**src/rtl/input_conditioner.sv**
```systemverilog
// Purpose: shared game-tick divider plus per-channel button synchroniser, debounce, press/release and auto-repeat.
// Latency: raw change to sync in 2 clks; a level is accepted DEBOUNCE_TICKS ticks later; all pulses are registered and one clk wide.
// Backpressure: none; this is a free-running stream and every pulse is presented exactly once.
module input_conditioner #(
    parameter int CHANNELS       = 5,
    parameter int CLK_DIV        = 6000,
    parameter int DEBOUNCE_TICKS = 8,
    parameter int REPEAT_DELAY   = 200,
    parameter int REPEAT_RATE    = 40
) (
    input  logic                clk,
    input  logic                reset,
    input  logic [CHANNELS-1:0] raw_in,
    input  logic [CHANNELS-1:0] repeat_en,
    output logic                tick,
    output logic [CHANNELS-1:0] level,
    output logic [CHANNELS-1:0] press,
    output logic [CHANNELS-1:0] release_p,
    output logic [CHANNELS-1:0] action
);

    localparam int RPT_MAX = (REPEAT_DELAY > REPEAT_RATE) ? REPEAT_DELAY : REPEAT_RATE;
    localparam int DIV_W   = $clog2(CLK_DIV);
    localparam int DB_W    = $clog2(DEBOUNCE_TICKS + 1);
    localparam int RC_W    = $clog2(RPT_MAX + 1);

    localparam logic [DIV_W-1:0] DIV_LAST = DIV_W'(CLK_DIV - 1);
    localparam logic [DB_W-1:0]  DB_LAST  = DB_W'(DEBOUNCE_TICKS - 1);
    localparam logic [RC_W-1:0]  RD_LAST  = RC_W'(REPEAT_DELAY - 1);
    localparam logic [RC_W-1:0]  RR_LAST  = RC_W'(REPEAT_RATE - 1);

    typedef enum logic [1:0] {IDLE, DELAY, REPEAT} rstate_t;

    logic [DIV_W-1:0]    div_q, div_d;
    logic                tick_q, tick_d;
    logic [CHANNELS-1:0] sync1_q, sync1_d, sync2_q, sync2_d;
    logic [CHANNELS-1:0] level_q, level_d;
    logic [CHANNELS-1:0] press_q, press_d, rel_q, rel_d, action_q, action_d;
    logic [CHANNELS-1:0] rep_evt;
    logic [DB_W-1:0]     dcnt_q [CHANNELS];
    logic [DB_W-1:0]     dcnt_d [CHANNELS];
    logic [RC_W-1:0]     rcnt_q [CHANNELS];
    logic [RC_W-1:0]     rcnt_d [CHANNELS];
    rstate_t             st_q   [CHANNELS];
    rstate_t             st_d   [CHANNELS];

    always_comb begin
        div_d    = (div_q == DIV_LAST) ? '0 : div_q + 1'b1;
        tick_d   = (div_q == DIV_LAST);
        sync1_d  = raw_in;
        sync2_d  = sync1_q;
        level_d  = level_q;
        press_d  = '0;
        rel_d    = '0;
        rep_evt  = '0;
        action_d = '0;
        for (int c = 0; c < CHANNELS; c++) begin
            dcnt_d[c] = dcnt_q[c];
            rcnt_d[c] = rcnt_q[c];
            st_d[c]   = st_q[c];
            if (tick_q) begin
                if (sync2_q[c] == level_q[c]) begin
                    dcnt_d[c] = '0;
                end else if (dcnt_q[c] == DB_LAST) begin
                    level_d[c] = sync2_q[c];
                    dcnt_d[c]  = '0;
                    press_d[c] = sync2_q[c];
                    rel_d[c]   = ~sync2_q[c];
                end else begin
                    dcnt_d[c] = dcnt_q[c] + 1'b1;
                end

                case (st_q[c])
                    IDLE: begin
                        if (press_d[c] && repeat_en[c]) begin
                            st_d[c]   = DELAY;
                            rcnt_d[c] = '0;
                        end
                    end
                    DELAY: begin
                        if (rcnt_q[c] == RD_LAST) begin
                            rep_evt[c] = 1'b1;
                            st_d[c]    = REPEAT;
                            rcnt_d[c]  = '0;
                        end else begin
                            rcnt_d[c] = rcnt_q[c] + 1'b1;
                        end
                    end
                    REPEAT: begin
                        if (rcnt_q[c] == RR_LAST) begin
                            rep_evt[c] = 1'b1;
                            rcnt_d[c]  = '0;
                        end else begin
                            rcnt_d[c] = rcnt_q[c] + 1'b1;
                        end
                    end
                    default: st_d[c] = IDLE;
                endcase
            end
            // A release or disabled repeat cancels the sequence, including a coincident event.
            if (rel_d[c] || !repeat_en[c]) begin
                st_d[c]    = IDLE;
                rcnt_d[c]  = '0;
                rep_evt[c] = 1'b0;
            end
            action_d[c] = press_d[c] | rep_evt[c];
        end
    end

    always_ff @(posedge clk) begin
        if (reset) begin
            div_q    <= '0;
            tick_q   <= 1'b0;
            sync1_q  <= '0;
            sync2_q  <= '0;
            level_q  <= '0;
            press_q  <= '0;
            rel_q    <= '0;
            action_q <= '0;
            for (int c = 0; c < CHANNELS; c++) begin
                dcnt_q[c] <= '0;
                rcnt_q[c] <= '0;
                st_q[c]   <= IDLE;
            end
        end else begin
            div_q    <= div_d;
            tick_q   <= tick_d;
            sync1_q  <= sync1_d;
            sync2_q  <= sync2_d;
            level_q  <= level_d;
            press_q  <= press_d;
            rel_q    <= rel_d;
            action_q <= action_d;
            for (int c = 0; c < CHANNELS; c++) begin
                dcnt_q[c] <= dcnt_d[c];
                rcnt_q[c] <= rcnt_d[c];
                st_q[c]   <= st_d[c];
            end
        end
    end

    assign tick      = tick_q;
    assign level     = level_q;
    assign press     = press_q;
    assign release_p = rel_q;
    assign action    = action_q;

endmodule

```
**config.mk**
```make
export PLATFORM = sky130hd
export DESIGN_NAME = input_conditioner
export DESIGN_NICKNAME = d
export VERILOG_FILES = /design/src/rtl/input_conditioner.sv
export SDC_FILE = /design/constraint.sdc
export NUM_CORES = 1
export LEC_CHECK = 0
export ABC_AREA = 1
export BUFFER_PORTS_ARGS = -buffer_cell sky130_fd_sc_hd__buf_2
export CELL_PAD_IN_SITES_DETAIL_PLACEMENT = 0
export CELL_PAD_IN_SITES_GLOBAL_PLACEMENT = 1
export CORE_MARGIN = 3
export CORE_UTILIZATION = 45
export CTS_CLUSTER_SIZE = 12
export DETAILED_ROUTE_END_ITERATION = 7
export GPL_TIMING_DRIVEN = 1
export PLACE_DENSITY_LB_ADDON = 0.05
export SYNTH_ARGS = -nofsm -noshare
export SYNTH_HDL_FRONTEND = slang
export SYNTH_SLANG_ARGS = --single-unit
export TNS_END_PERCENT = 100
```
**constraint.sdc**
```tcl
create_clock -name clk -period 2.19 [get_ports clk]
set_input_delay 0.438 -clock clk [delete_from_list [all_inputs] [get_ports clk]]
set_output_delay 0.438 -clock clk [all_outputs]
set_load 0.01 [all_outputs]
```
==> impl_metrics.env <==
export IMPL_multi_input_area_mm2=0.00306
export IMPL_post_cts_resized=0
export IMPL_setup_viol=0
export IMPL_fin_worst_skew_ns=0.00871
export IMPL_timing_final_crit_share_pct=81.5
export IMPL_maxCapViolations=0
export IMPL_cts_tree="yes"
export IMPL_period_needed_ns=1.78
export IMPL_start_util_pct=47.2
export IMPL_root_buffer="clkbuf_16"
export IMPL_die_x_um=120
export IMPL_critPathTopFamily="simple AND/OR/NAND/NOR gates"
export IMPL_fp_dieH_um=120
export IMPL_critPathKind="reg2reg"
export IMPL_crit_fanout=8
export IMPL_peakVddDrop_mv=0.482
export IMPL_rsz0062_at_grt="no"
export IMPL_dieArea_mm2=0.0144
export IMPL_avgSynthCellArea_um2=6.91
export IMPL_htreeDepth=4
export IMPL_critical_path_depth=8
export IMPL_synthesis_nets=886
export IMPL_ys_seq_area_share_pct=39.1
export IMPL_hpwl_um=9490
export IMPL_tightest_slew_ns=0.527
export IMPL_ys_ff_latch=114
export IMPL_grt_pass1_vias=5039
export IMPL_synth_area_mm2=0.00584
export IMPL_track_usage_pct=18.8
export IMPL_finalWeightedCongestion=0.817
export IMPL_ys_types=36
export IMPL_antenna_found_initial=0
export IMPL_antenna_left=0
export IMPL_syn_inst=845
export IMPL_pwr_density_cell_mw_per_mm2=707
export IMPL_relSlewSlack_pct=64.7
export IMPL_fmax_mhz=560
export IMPL_final_hold_viol_count=0
export IMPL_path_buf_inv=2
export IMPL_finalSetupTns_ns=0
export IMPL_ctsHoldBuffers=0
export IMPL_end_kind="flop"
export IMPL_power_total_mw=4.77
export IMPL_critPathMostFrequentCell="nor2_1"
export IMPL_ff2ff_setup_slack_ns=0.41
export IMPL_drive_gt1_share_pct=10.1
export IMPL_antennaDiodeCount=0
export IMPL_areaGrowthSynthToFinish_pct=15.5
export IMPL_cts_setup_buffers=0
export IMPL_first_pass_iters=5
export IMPL_cts_buffers=17
export IMPL_clk_latency_ns=0.41
export IMPL_critPathCapture="rcnt_q[0][18]"
export IMPL_drt_wirelength_per_cell_um=12.0
export IMPL_yosys_warnings=0
export IMPL_vias=5344
export IMPL_critPathLaunchType="flop"
export IMPL_p_leak_nw=2.74
export IMPL_regToRegStartpoint="tick"
export IMPL_clkSinkCount=114
export IMPL_drcViolationCount=0
export IMPL_fin_area_mm2=0.00675
export IMPL_critPathMaxStageDelay_ns=0.41
export IMPL_fp_row_count=40
export IMPL_dpl_cell_area_mm2=0.00619
export IMPL_drtIter0Drc=315
export IMPL_outcome="completed"
export IMPL_reg2reg_depth=8
export IMPL_r2r_end="rcnt_q[0][18]"
export IMPL_fillCellCount=1194
export IMPL_cp_slowest_cell="nor2_1"
export IMPL_fin_util_pct=54.6
export IMPL_worstPathCellList="buf_4 > nand3_1 > inv_1 > nand2_1 > nor2_1 > nor2_1 > o21ai_0 > a21oi_1"
export IMPL_cp_startpoint="tick"
export IMPL_synth_ff_type="dfxtp_1"
export IMPL_port_buffers=32
export IMPL_via_per_inst=5.00
export IMPL_routed_wl_um=12800
export IMPL_clk_pin_slew_ns=0.05
export IMPL_core_mm2=0.0124
export IMPL_synth_edf_count=0
export IMPL_maxSlewViolCount=0
export IMPL_grt_max_degree=36
export IMPL_nets=931
export IMPL_hold_path_class="in2reg"
export IMPL_ios=33
export IMPL_regArea_mm2=0.00228
export IMPL_hold_depth=3
export IMPL_clockBufferDepth=2
export IMPL_synthArstFlopShare_pct=0
export IMPL_overflow=0
export IMPL_crit_required_ns=2.53
export IMPL_critPathArrivalTime_ns=2.12
export IMPL_grt_pass1_wl_um=22300
==> stage by stage <==
step,std cells,worst slack (ns),hold slack (ns)
floorplan,845,0.700,0.388
finish,1068,0.405,0.228
CTS,1068,0.384,0.218
global route,1068,0.164,0.229
global placement,1039,0.413,0.400
detailed placement,1039,0.348,0.394
==> cell families after synthesis <==
group	Yosys count	synth area share [%]
compound gates	115	11.2
xor+xnor	8	1.20
fa+ha+maj	29	6.21
buf+inv	129	8.61
flops	114	39.1
simple gates	450	33.7
==> cells in the final DEF (no fill, tap or decap), types with 4 or more instances in the layout <==
cell / Yosys / routed
a211oi_1: 5 / 5
a21oi_1: 63 / 63
buf_2: 1 / 32
buf_4: 0 / 6
clkbuf_1: 9 / 4
clkbuf_16: 0 / 17
dfxtp_1: 114 / 114
ha_1: 29 / 29
inv_1: 115 / 115
nand2_1: 205 / 205
nand2_2: 8 / 8
nand3_1: 64 / 64
nand3b_1: 8 / 8
nand4_1: 26 / 26
nor2_1: 105 / 105
nor3_1: 17 / 17
o21ai_0: 28 / 28
o22ai_1: 5 / 5
o31ai_1: 5 / 5
or2_2: 7 / 7
xnor2_1: 6 / 6
==> how the worst min path moves through the flow <==
stage                     from  slack (ns)    endpoint
floorplan           sync1_q[0]        0.39  sync2_q[0]
global placement    sync1_q[4]        0.40  sync2_q[4]
detailed placement  sync1_q[4]        0.39  sync2_q[4]
CTS                  raw_in[2]        0.22  sync1_q[2]
global route         raw_in[2]        0.23  sync1_q[2]
finish               raw_in[4]        0.23  sync1_q[4]
==> final cells by class <==
cell class	instances	area share, %
multi-input combinational	602	45.3
sequential	114	33.8
clock buffer	23	6.94
inverter	117	6.55
tap	168	3.12
timing repair buffer	38	3.04
clock inverter	6	1.22
==> report_power, final <==
group          internal [mW]  leakage, nW  switching (mW)
registers               2.09        0.921         0.00756
clock network           1.70        0.269           0.881
logic                 0.0265         1.55          0.0598
total                   3.82         2.74           0.948
==> cell usage after synthesis (5+ instances only) <==
master | instances | area share (%)
o21ai_0 | 28 | 2.4
dfxtp_1 | 114 | 39
nor3_1 | 17 | 1.5
o31ai_1 | 5 | 0.64
nand4_1 | 26 | 2.8
nand3b_1 | 8 | 1.0
a21oi_1 | 63 | 5.4
or2_2 | 7 | 0.75
o22ai_1 | 5 | 0.54
inv_1 | 115 | 7.4
ha_1 | 29 | 6.2
nand3_1 | 64 | 5.5
clkbuf_1 | 9 | 0.58
nand2_1 | 205 | 13
nand2_2 | 8 | 0.86
xnor2_1 | 6 | 0.90
a211oi_1 | 5 | 0.64
nor2_1 | 105 | 6.7
==> registers in the layout (all words and copies together), names as in the netlist <==
signal / flops
release_p: 5
press: 5
rcnt_q: 40
level: 5
tick: 1
sync2_q: 5
div_q: 13
dcnt_q: 20
action: 5
sync1_q: 5
st_q: 10
==> routing by layer <==
metal / global-route usage (%) / vias up / wire, um
li1: - / 2828 / -
met1: 23.2 / 2396 / 6170
met2: 31.9 / 107 / 6030
met3: 4.52 / 13 / 504
met4: 6.30 / 0 / 110
met5: 0 / - / 0
==> worst register-to-register path, cell delays in order (launching register included) <==
cell	delay [ns]
dfxtp_1	0.35
buf_4	0.20
nand3_1	0.12
inv_1	0.08
nand2_1	0.11
nor2_1	0.07
nor2_1	0.41
o21ai_0	0.22
a21oi_1	0.16
Note: power is estimated with default switching activity, not from simulation.
